## src/rtl/uart_pkg.sv

```systemverilog
// Shared definitions for the UART transmit/receive blocks.
//   PARITY_* : parity-mode encodings used by the parity_mode parameter
//   tx_state_t : bit-timing engine states
//   calc_parity : parity bit for a (zero-extended) data word
package uart_pkg;

    localparam int PARITY_NONE = 32'sd0;
    localparam int PARITY_EVEN = 32'sd1;
    localparam int PARITY_ODD  = 32'sd2;

    // Widest payload any frame may carry; callers zero-extend to this width.
    localparam int MAX_DATA_BITS = 32'sd9;

    typedef enum logic [2:0] {
        ST_IDLE   = 3'd0,
        ST_START  = 3'd1,
        ST_DATA   = 3'd2,
        ST_PARITY = 3'd3,
        ST_STOP   = 3'd4,
        ST_GAP    = 3'd5
    } tx_state_t;

    // Even parity is the XOR of the data bits, odd its inverse. Unused
    // upper bits must be zero so they do not disturb the result.
    function automatic logic calc_parity(input logic [MAX_DATA_BITS-1:0] data,
                                         input int mode);
        logic x_s;
        logic res_s;
        x_s = ^data;
        case (mode)
            PARITY_EVEN: res_s = x_s;
            PARITY_ODD:  res_s = ~x_s;
            default:     res_s = 1'b0;
        endcase
        return res_s;
    endfunction

endpackage

```

## src/rtl/uart_fifo.sv

```systemverilog
// Synchronous FIFO shared by the UART transmitter and receiver.
//   clk, rst : clock, asynchronous active-high reset
//   push, wdata : write strobe and word (ignored while full)
//   pop, rdata  : read strobe (ignored while empty); rdata shows the head word
//   full, empty, count : status, combinational from the registered pointers
module uart_fifo #(
    parameter int width = 8,
    parameter int depth = 4
) (
    input  logic                     clk,
    input  logic                     rst,
    input  logic                     push,
    input  logic                     pop,
    input  logic [width-1:0]         wdata,
    output logic [width-1:0]         rdata,
    output logic                     full,
    output logic                     empty,
    output logic [$clog2(depth):0]   count
);

    localparam int AW = $clog2(depth);
    localparam logic [AW:0] PTR_ONE = {{AW{1'b0}}, 1'b1};

    // Pointers are one bit wider than the address so full and empty differ
    // only in the wrap bit.
    logic [AW:0]      wr_ptr_r;
    logic [AW:0]      rd_ptr_r;
    logic [width-1:0] mem_r [depth];
    logic             do_push_s;
    logic             do_pop_s;

    assign do_push_s = push && !full;
    assign do_pop_s  = pop && !empty;
    assign empty     = (wr_ptr_r == rd_ptr_r);
    assign full      = (wr_ptr_r[AW] != rd_ptr_r[AW]) &&
                       (wr_ptr_r[AW-1:0] == rd_ptr_r[AW-1:0]);
    assign count     = wr_ptr_r - rd_ptr_r;
    assign rdata     = mem_r[rd_ptr_r[AW-1:0]];

    // Pointer update on accepted push/pop.
    always_ff @(posedge clk or posedge rst) begin
        if (rst) begin
            wr_ptr_r <= {(AW+1){1'b0}};
            rd_ptr_r <= {(AW+1){1'b0}};
        end else begin
            if (do_push_s) begin
                wr_ptr_r <= wr_ptr_r + PTR_ONE;
            end
            if (do_pop_s) begin
                rd_ptr_r <= rd_ptr_r + PTR_ONE;
            end
        end
    end

    // Storage write; contents need no reset because empty masks them.
    always_ff @(posedge clk) begin
        if (do_push_s) begin
            mem_r[wr_ptr_r[AW-1:0]] <= wdata;
        end
    end

endmodule

```

## src/rtl/uart_tx_fifo.sv

```systemverilog
// Parametrised UART transmitter with a transmit FIFO.
//   clk, rst : clock, asynchronous active-high reset
//   i_data, i_req : word to send and write request (taken while o_cts is 1)
//   o_serial : serial line, idle high, straight from a register
//   o_cts    : FIFO not full
//   o_idle   : FIFO empty and no frame on the line
//   o_count  : FIFO occupancy
module uart_tx_fifo
    import uart_pkg::*;
#(
    parameter int cycles_per_bit = 4,
    parameter int data_bits      = 8,
    parameter int parity_mode    = 0,
    parameter int stop_bits      = 1,
    parameter int gap_bits       = 0,
    parameter int fifo_depth     = 4
) (
    input  logic                          clk,
    input  logic                          rst,
    input  logic [data_bits-1:0]          i_data,
    input  logic                          i_req,
    output logic                          o_serial,
    output logic                          o_cts,
    output logic                          o_idle,
    output logic [$clog2(fifo_depth):0]   o_count
);

    localparam int CNT_W = $clog2(cycles_per_bit);
    localparam int MAX_DS = (data_bits > stop_bits) ? data_bits : stop_bits;
    localparam int MAX_PHASE = (MAX_DS > gap_bits) ? MAX_DS : gap_bits;
    localparam int IDX_W = (MAX_PHASE > 32'sd1) ? $clog2(MAX_PHASE) : 32'sd1;

    localparam logic [CNT_W-1:0] CNT_LOAD = CNT_W'(cycles_per_bit - 32'sd1);
    localparam logic [CNT_W-1:0] CNT_ZERO = {CNT_W{1'b0}};
    localparam logic [CNT_W-1:0] CNT_ONE  = {{(CNT_W-1){1'b0}}, 1'b1};
    localparam logic [IDX_W-1:0] IDX_ZERO = {IDX_W{1'b0}};
    localparam logic [IDX_W-1:0] IDX_ONE  = {{(IDX_W-1){1'b0}}, 1'b1};
    localparam logic [IDX_W-1:0] DATA_LAST = IDX_W'(data_bits - 32'sd1);
    localparam logic [IDX_W-1:0] STOP_LAST = IDX_W'(stop_bits - 32'sd1);
    localparam logic [IDX_W-1:0] GAP_LAST  =
        IDX_W'((gap_bits > 32'sd0) ? gap_bits - 32'sd1 : 32'sd0);
    localparam bit HAS_PARITY = (parity_mode != PARITY_NONE);
    localparam bit HAS_GAP    = (gap_bits > 32'sd0);

    tx_state_t            state_r, state_s;
    logic [CNT_W-1:0]     cyc_r, cyc_s;
    logic [IDX_W-1:0]     idx_r, idx_s;
    logic [data_bits-1:0] shift_r, shift_s;
    logic                 par_r, par_s;
    logic                 serial_r, serial_s;
    logic                 bit_done_s;
    logic                 free_s;
    logic                 push_s;
    logic                 pop_s;
    logic                 fifo_full_s;
    logic                 fifo_empty_s;
    logic [data_bits-1:0] fifo_rdata_s;

    assign push_s   = i_req && !fifo_full_s;
    assign o_cts    = !fifo_full_s;
    assign o_serial = serial_r;
    assign o_idle   = fifo_empty_s && (state_r == ST_IDLE);

    uart_fifo #(
        .width (data_bits),
        .depth (fifo_depth)
    ) u_fifo (
        .clk   (clk),
        .rst   (rst),
        .push  (push_s),
        .pop   (pop_s),
        .wdata (i_data),
        .rdata (fifo_rdata_s),
        .full  (fifo_full_s),
        .empty (fifo_empty_s),
        .count (o_count)
    );

    // Next-state logic for the bit-timing engine.
    always_comb begin
        state_s    = state_r;
        cyc_s      = cyc_r;
        idx_s      = idx_r;
        shift_s    = shift_r;
        par_s      = par_r;
        serial_s   = serial_r;
        pop_s      = 1'b0;
        free_s     = 1'b0;
        bit_done_s = (cyc_r == CNT_ZERO);

        case (state_r)
            ST_IDLE: begin
                free_s = 1'b1;
            end
            ST_START: begin
                if (!bit_done_s) begin
                    cyc_s = cyc_r - CNT_ONE;
                end else begin
                    state_s  = ST_DATA;
                    cyc_s    = CNT_LOAD;
                    idx_s    = DATA_LAST;
                    serial_s = shift_r[0];
                    shift_s  = {1'b0, shift_r[data_bits-1:1]};
                end
            end
            ST_DATA: begin
                if (!bit_done_s) begin
                    cyc_s = cyc_r - CNT_ONE;
                end else if (idx_r != IDX_ZERO) begin
                    idx_s    = idx_r - IDX_ONE;
                    cyc_s    = CNT_LOAD;
                    serial_s = shift_r[0];
                    shift_s  = {1'b0, shift_r[data_bits-1:1]};
                end else if (HAS_PARITY) begin
                    state_s  = ST_PARITY;
                    cyc_s    = CNT_LOAD;
                    serial_s = par_r;
                end else begin
                    state_s  = ST_STOP;
                    cyc_s    = CNT_LOAD;
                    idx_s    = STOP_LAST;
                    serial_s = 1'b1;
                end
            end
            ST_PARITY: begin
                if (!bit_done_s) begin
                    cyc_s = cyc_r - CNT_ONE;
                end else begin
                    state_s  = ST_STOP;
                    cyc_s    = CNT_LOAD;
                    idx_s    = STOP_LAST;
                    serial_s = 1'b1;
                end
            end
            ST_STOP: begin
                if (!bit_done_s) begin
                    cyc_s = cyc_r - CNT_ONE;
                end else if (idx_r != IDX_ZERO) begin
                    idx_s = idx_r - IDX_ONE;
                    cyc_s = CNT_LOAD;
                end else if (HAS_GAP) begin
                    state_s = ST_GAP;
                    cyc_s   = CNT_LOAD;
                    idx_s   = GAP_LAST;
                end else begin
                    free_s = 1'b1;
                end
            end
            ST_GAP: begin
                if (!bit_done_s) begin
                    cyc_s = cyc_r - CNT_ONE;
                end else if (idx_r != IDX_ZERO) begin
                    idx_s = idx_r - IDX_ONE;
                    cyc_s = CNT_LOAD;
                end else begin
                    free_s = 1'b1;
                end
            end
            default: begin
                state_s  = ST_IDLE;
                serial_s = 1'b1;
            end
        endcase

        // When the engine is free, the head word launches on this same edge
        // so back-to-back frames have no idle cycle between them.
        if (free_s && !fifo_empty_s) begin
            pop_s    = 1'b1;
            state_s  = ST_START;
            cyc_s    = CNT_LOAD;
            shift_s  = fifo_rdata_s;
            par_s    = calc_parity(MAX_DATA_BITS'(fifo_rdata_s), parity_mode);
            serial_s = 1'b0;
        end else if (free_s) begin
            state_s  = ST_IDLE;
            serial_s = 1'b1;
        end else begin
            pop_s = 1'b0;
        end
    end

    // Engine state registers; reset abandons any frame and drives the line high.
    always_ff @(posedge clk or posedge rst) begin
        if (rst) begin
            state_r  <= ST_IDLE;
            cyc_r    <= CNT_ZERO;
            idx_r    <= IDX_ZERO;
            shift_r  <= {data_bits{1'b0}};
            par_r    <= 1'b0;
            serial_r <= 1'b1;
        end else begin
            state_r  <= state_s;
            cyc_r    <= cyc_s;
            idx_r    <= idx_s;
            shift_r  <= shift_s;
            par_r    <= par_s;
            serial_r <= serial_s;
        end
    end

endmodule

```

## config.mk

```make
export PLATFORM = sky130hd
export DESIGN_NAME = uart_tx_fifo
export DESIGN_NICKNAME = d
export VERILOG_FILES = /design/src/rtl/uart_pkg.sv /design/src/rtl/uart_fifo.sv /design/src/rtl/uart_tx_fifo.sv
export SDC_FILE = /design/constraint.sdc
export NUM_CORES = 1
export LEC_CHECK = 0
export BUFFER_PORTS_ARGS = -buffer_cell sky130_fd_sc_hd__buf_2
export CAP_MARGIN = 25
export CORE_MARGIN = 2
export CORE_UTILIZATION = 40
export CTS_CLUSTER_DIAMETER = 120
export CTS_CLUSTER_SIZE = 12
export DETAILED_ROUTE_END_ITERATION = 16
export HOLD_SLACK_MARGIN = 0.02
export SLEW_MARGIN = 10
export SYNTH_ARGS = -nofsm -noshare
export SYNTH_HDL_FRONTEND = slang
export SYNTH_SLANG_ARGS = --single-unit
```

## constraint.sdc

```tcl
create_clock -name clk -period 6.7 [get_ports clk]
set_clock_uncertainty 0.2 [all_clocks]
set_input_delay 0.335 -clock clk [delete_from_list [all_inputs] [get_ports clk]]
set_output_delay 0.335 -clock clk [all_outputs]
set_load 0.1 [all_outputs]
```

Yosys cells after proc, flatten, opt, wreduce, memory -nomap -nowiden
Memories as Yosys holds them, arrays and structs flattened.
Index checks and enable logic that the tools add are counted.
- bits in writable memories: 32
- register bits: 23
- logic and storage cells: 94
- memories kept: 1
- add/sub/neg operators: 5
- mux-type cells: 37
- equal/unequal tests: 22
- reductions and logical operators: 22
- memories (name ; depth ; bits a word ; rd ports ; clocked after memory_dff ; wr ports ; RTL line ; text):
    u_fifo.mem_r ; 4 ; 8 ; 1 ; 0 ; 1 ; uart_fifo.sv:28 ; logic [width-1:0] mem_r [depth];
- operators with widths (cell ; number):
    2-to-1 mux 3 bit ; 12
    2-to-1 mux 8 bit ; 4
    one-hot mux 3 bit (4 select lines) ; 2
    != test 4 bit (second input constant) ; 4
    one-hot mux 8 bit (2 select lines) ; 1
    2-to-1 mux 1 bit ; 11
    != test 3 bit (second input constant) ; 3
    nonzero test 3 bit ; 3
    2-to-1 mux 2 bit ; 4
    AND reduction 4 bit ; 2
    adder 3 x 1 -> 3 bit (second input constant) ; 2
    == test 3 x 2 -> 1 bit (second input constant) ; 2
    == test 3 bit (second input constant) ; 2
    logical AND 1 bit ; 6
    != test 2 bit (second input constant) ; 3
    AND reduction 6 bit ; 1
    OR reduction 3 bit ; 2
    AND reduction 5 bit ; 1
    != test 2 x 1 -> 1 bit (second input constant) ; 2
    != test 4 x 2 -> 1 bit (second input constant) ; 1
    one-hot mux 1 bit (4 select lines) ; 1
    one-hot mux 2 bit (2 select lines) ; 1
    nonzero test 4 bit ; 1
    == test 3 x 1 -> 1 bit (second input constant) ; 1
    other kinds (13) ; 14

Longest topological paths before layout
- word-level depth: 7
- mapped depth: 8

Hierarchy
Synthesis repeated with hierarchy kept, for this count alone.
- cells, all modules: 192
- area total of the unflattened synthesis: 2611.3 um2
- by module, submodules not included (module ; instances ; cells an instance ; area each (um2)):
    uart_fifo ; 1 ; 88 ; 1615.3
    uart_tx_fifo ; 1 ; 104 ; 996.0

Worst setup path after synthesis
No wires, ideal clock.
- path kind: flip-flop to output port
- start: reg u_fifo.rd_ptr_r[1]
- end: out o_idle
- arrival: 4.002 ns
- path slack: 2.163 ns
- required time: 6.165 ns
- stages on the path, launching flop included: 6
- cell sequence: dfrtp_1 > clkbuf_1 > inv_1 > ha_1 > nand3_1 > nor4_1
- longest elaborated chain between the ends: 2
- RTL lines (what ; RTL line ; text):
    start, declared ; uart_fifo.sv:27 ; logic [AW:0] rd_ptr_r;
    start signal, assigned ; uart_fifo.sv:44 ; rd_ptr_r <= {(AW+1){1'b0}};
    start signal, assigned ; uart_fifo.sv:50 ; rd_ptr_r <= rd_ptr_r + PTR_ONE;
    == test 3 bit ; uart_fifo.sv:34 ; assign empty = (wr_ptr_r == rd_ptr_r);
    logical AND 1 bit ; uart_tx_fifo.sv:62 ; assign o_idle = fifo_empty_s && (state_r == ST_IDLE);
    end, declared ; uart_tx_fifo.sv:24 ; output logic o_idle,
No other way between the ends.

Final worst setup path
- start: reg u_fifo.rd_ptr_r[0]
- end: out o_count[2]
- longest elaborated chain between the ends: 1
- RTL lines (what ; RTL line ; text):
    subtractor 3 bit ; uart_fifo.sv:37 ; assign count = wr_ptr_r - rd_ptr_r;
    end, declared ; uart_tx_fifo.sv:25 ; output logic [$clog2(fifo_depth):0] o_count
No other way between the ends.

==> results.md <==
* RSZ-0062 raised after global routing: false
* Crit path max fanout at 11
* Via count at 1472
* Buffers on Ports at 16
* Final worst-path cycle share at 41.33%
* Multi-input logic area at 925.9 um2
* Root Driver: clkbuf_8
* Post-synth EDFFs at 32
* Final setup violation count at 0
* Post-route ant nets at 0
* Most frequent cell after synthesis: edfxtp_1
* Slew margin rel. at 39.30%
* TritonRoute pass-1 iters at 4
* Nets at 232
* Layout cells sized above 1 at slightly below 20%
* Die area at approximately 7100 um2
* Syn nets at about 220
* Max Slew Vio Count at 0
* Post-synthesis async set-or-reset flop share at 41.82%
* Status: completed
* TritonCTS sink count at 55
* Primary FF master, synth: edfxtp_1
* Total GRT Usage at 12.89%
* Yosys reg bits at 55
* Worst-Skew Late Latency at 310 ps
* Post-Synth Adder-Cell Area at under 10%
* Hold Fails Final Rpt at 0
* Startpoint types: flip-flop
* Critical path data arrival time at 2230 ps
* Register area at 1538 um2
* Number of fill cells at 596
* DP HPWL at 2843 um
* Distinct cells, synth at 38
* Largest family of logic cells by synthesized area: multiplexers
* Bufs on Longest Clock Path at 2
* Die height at between 80 and 90 um
* TritonCTS buffer count at 5
* Starting Density at about 41%
* Synth Area per Inst at 13.38 um2
* IO Count at 17
* Reg clk slew, reported paths at around 100 ps
* Drt drc at 0
* CP delay by family, top: adder cells
* Cell Area, Synth at 2582 um2
* Synth area leaders: edfxtp_1, dfrtp_1, mux4_2
* Post-synthesis sequential area ratio at 59.54%
* Largest stage delay on the critical path at ~600 ps
* Die W at 84.35 um
* Maximum clock frequency at 361.1 MHz
* Synth Area in Compound Gates at 8.769%
* Core box area at approximately 6300 um2
* Initial DRC Count at 59
* Global route overflow at 0
* Layout area overhead at 10.27%
* Multiplexer share of the synthesized area at 10.95%
* Critical path cell sequence: ha_1 -> fa_1 -> xnor2_1 -> buf_2
* Placer Congestion at 0.7657
* Worst Path Required at 6160 ps
* Crit-path slowest cell: dfrtp_1
* N_diodes at 0
* Share of the synthesized area in the top cell type at a little under two fifths
* CTS tree: done
* Setup TNS at 0 ps
* Synthesis Warnings at 0
* Yosys top cell by area: edfxtp_1
* Xor/xnor cell area share of the yosys netlist at 2.374%
* Drt total wl at 4168 um
* Initial antenna violation count at 0
* H-tree levels at 2
* # Post-CTS Setup Buffers at 0
* Worst Hold Class: input port to flip-flop
* Post-CTS resize count at 0
* Largest net degree at the start of global routing at 24
* Drt wl/cell at 14.52 um
* Max_cap viols at 0
* Worst Tran Pin Value at 908.6 ps
* Final worst path period need at 2769 ps
* Vias in the first global route at 1439
* Crit Path Category: flip-flop to primary output
* Place WS at 4010 ps
* Synthesized instance count at ~190
* Top cells by count, synth: edfxtp_1, dfrtp_1, inv_1
* Final worst setup slack at 3931 ps
* First-pass GRT wire length at 7196 um
* Vias per inst at 5.129
* Crit end category: primary output
* Worst Path Buf+Inv at 1
* Std-Cell Rows at 29
* Simple-gate portion of the synthesized area at 7.655%
routing by layer:
layer / vias up / routed length (um) / global-route usage [%] / part of all wire, %
li1: 728 / - / - / -
met3: 7 / 116 / 3.048 / 2.8
met5: - / 0 / 0 / 0
met4: 0 / 70 / 4.762 / 1.7
met1: 720 / 1942 / 17.17 / 47
met2: 17 / 2038 / 20.71 / 49
cell families (layout without fill, tap and decap cells):
group,after synthesis,in the layout
AOI/OAI and AO/OA,36,36
xor gates and xnor gates,7,7
adders and majority gates,12,12
buffers and inverters,27,44
DFF,55,55
muxes,18,18
and+or+nand+nor,38,38
area by class of cell:
type	instances	area share (%)
well taps	77	3.383
clock buffers	5	2.417
repair buffers	19	4.525
clock inverters	3	0.9227
inverters	17	2.241
multi-input cells	111	32.51
flip-flops and latches	55	54.00
layout by cell type, fill, tap and decap left out, drive strengths merged, types with 6 or more instances in the layout:
| cell type | count |
|---|---|
| mux4 | 8 |
| edfxtp | 32 |
| a21oi | 10 |
| mux2i | 8 |
| buf | 18 |
| nand2 | 6 |
| o21ai | 11 |
| inv | 19 |
| ha | 11 |
| dfrtp | 22 |
| nor2 | 13 |
through the flow:
step / instances / hold slack [ps] / util (%) / area [um2]
floorplan: 193 / 136.2 / - / 2582
global placement: 276 / 289.7 / 42.83 / 2704
detailed placement: 276 / 300.5 / 42.83 / 2704
CTS: 284 / 25.62 / 44.33 / 2799
global route: 287 / 23.18 / 45.11 / 2848
finish: 287 / 31.06 / 45.11 / 2848
final timing paths:
path / start / endpoint / slack, ps / depth (start not counted)
worst max-delay path: u_fifo.rd_ptr_r[0] / o_count[2] / 3930 / 4
worst min-delay path: i_data[6] / u_fifo.mem_r[3][6] / 30 / 1
worst max register to register: idx_r[0] / shift_r[1] / 4210 / 7
worst min register to register: shift_r[7] / shift_r[7] / 320 / 2
max in group asynchronous: rst / idx_r[2] / 5640 / 4
min in group asynchronous: rst / idx_r[1] / 280 / 3
flip-flops by register name (all words and copies together) (netlist names):
register / flops
u_fifo.mem_r: 32
u_fifo.wr_ptr_r: 3
idx_r: 3
o_serial: 1
shift_r: 8
cyc_r: 2
state_r: 3
u_fifo.rd_ptr_r: 3
repair_timing:
item                       4_1_cts  5_1_grt
setup endpoints to repair        0        0
hold buffers                     0        1
hold endpoints to repair         0        4
Power is left out: the tool's default activity adds up to more than one toggle a clock period on the data nets, which glitch-free logic cannot reach.
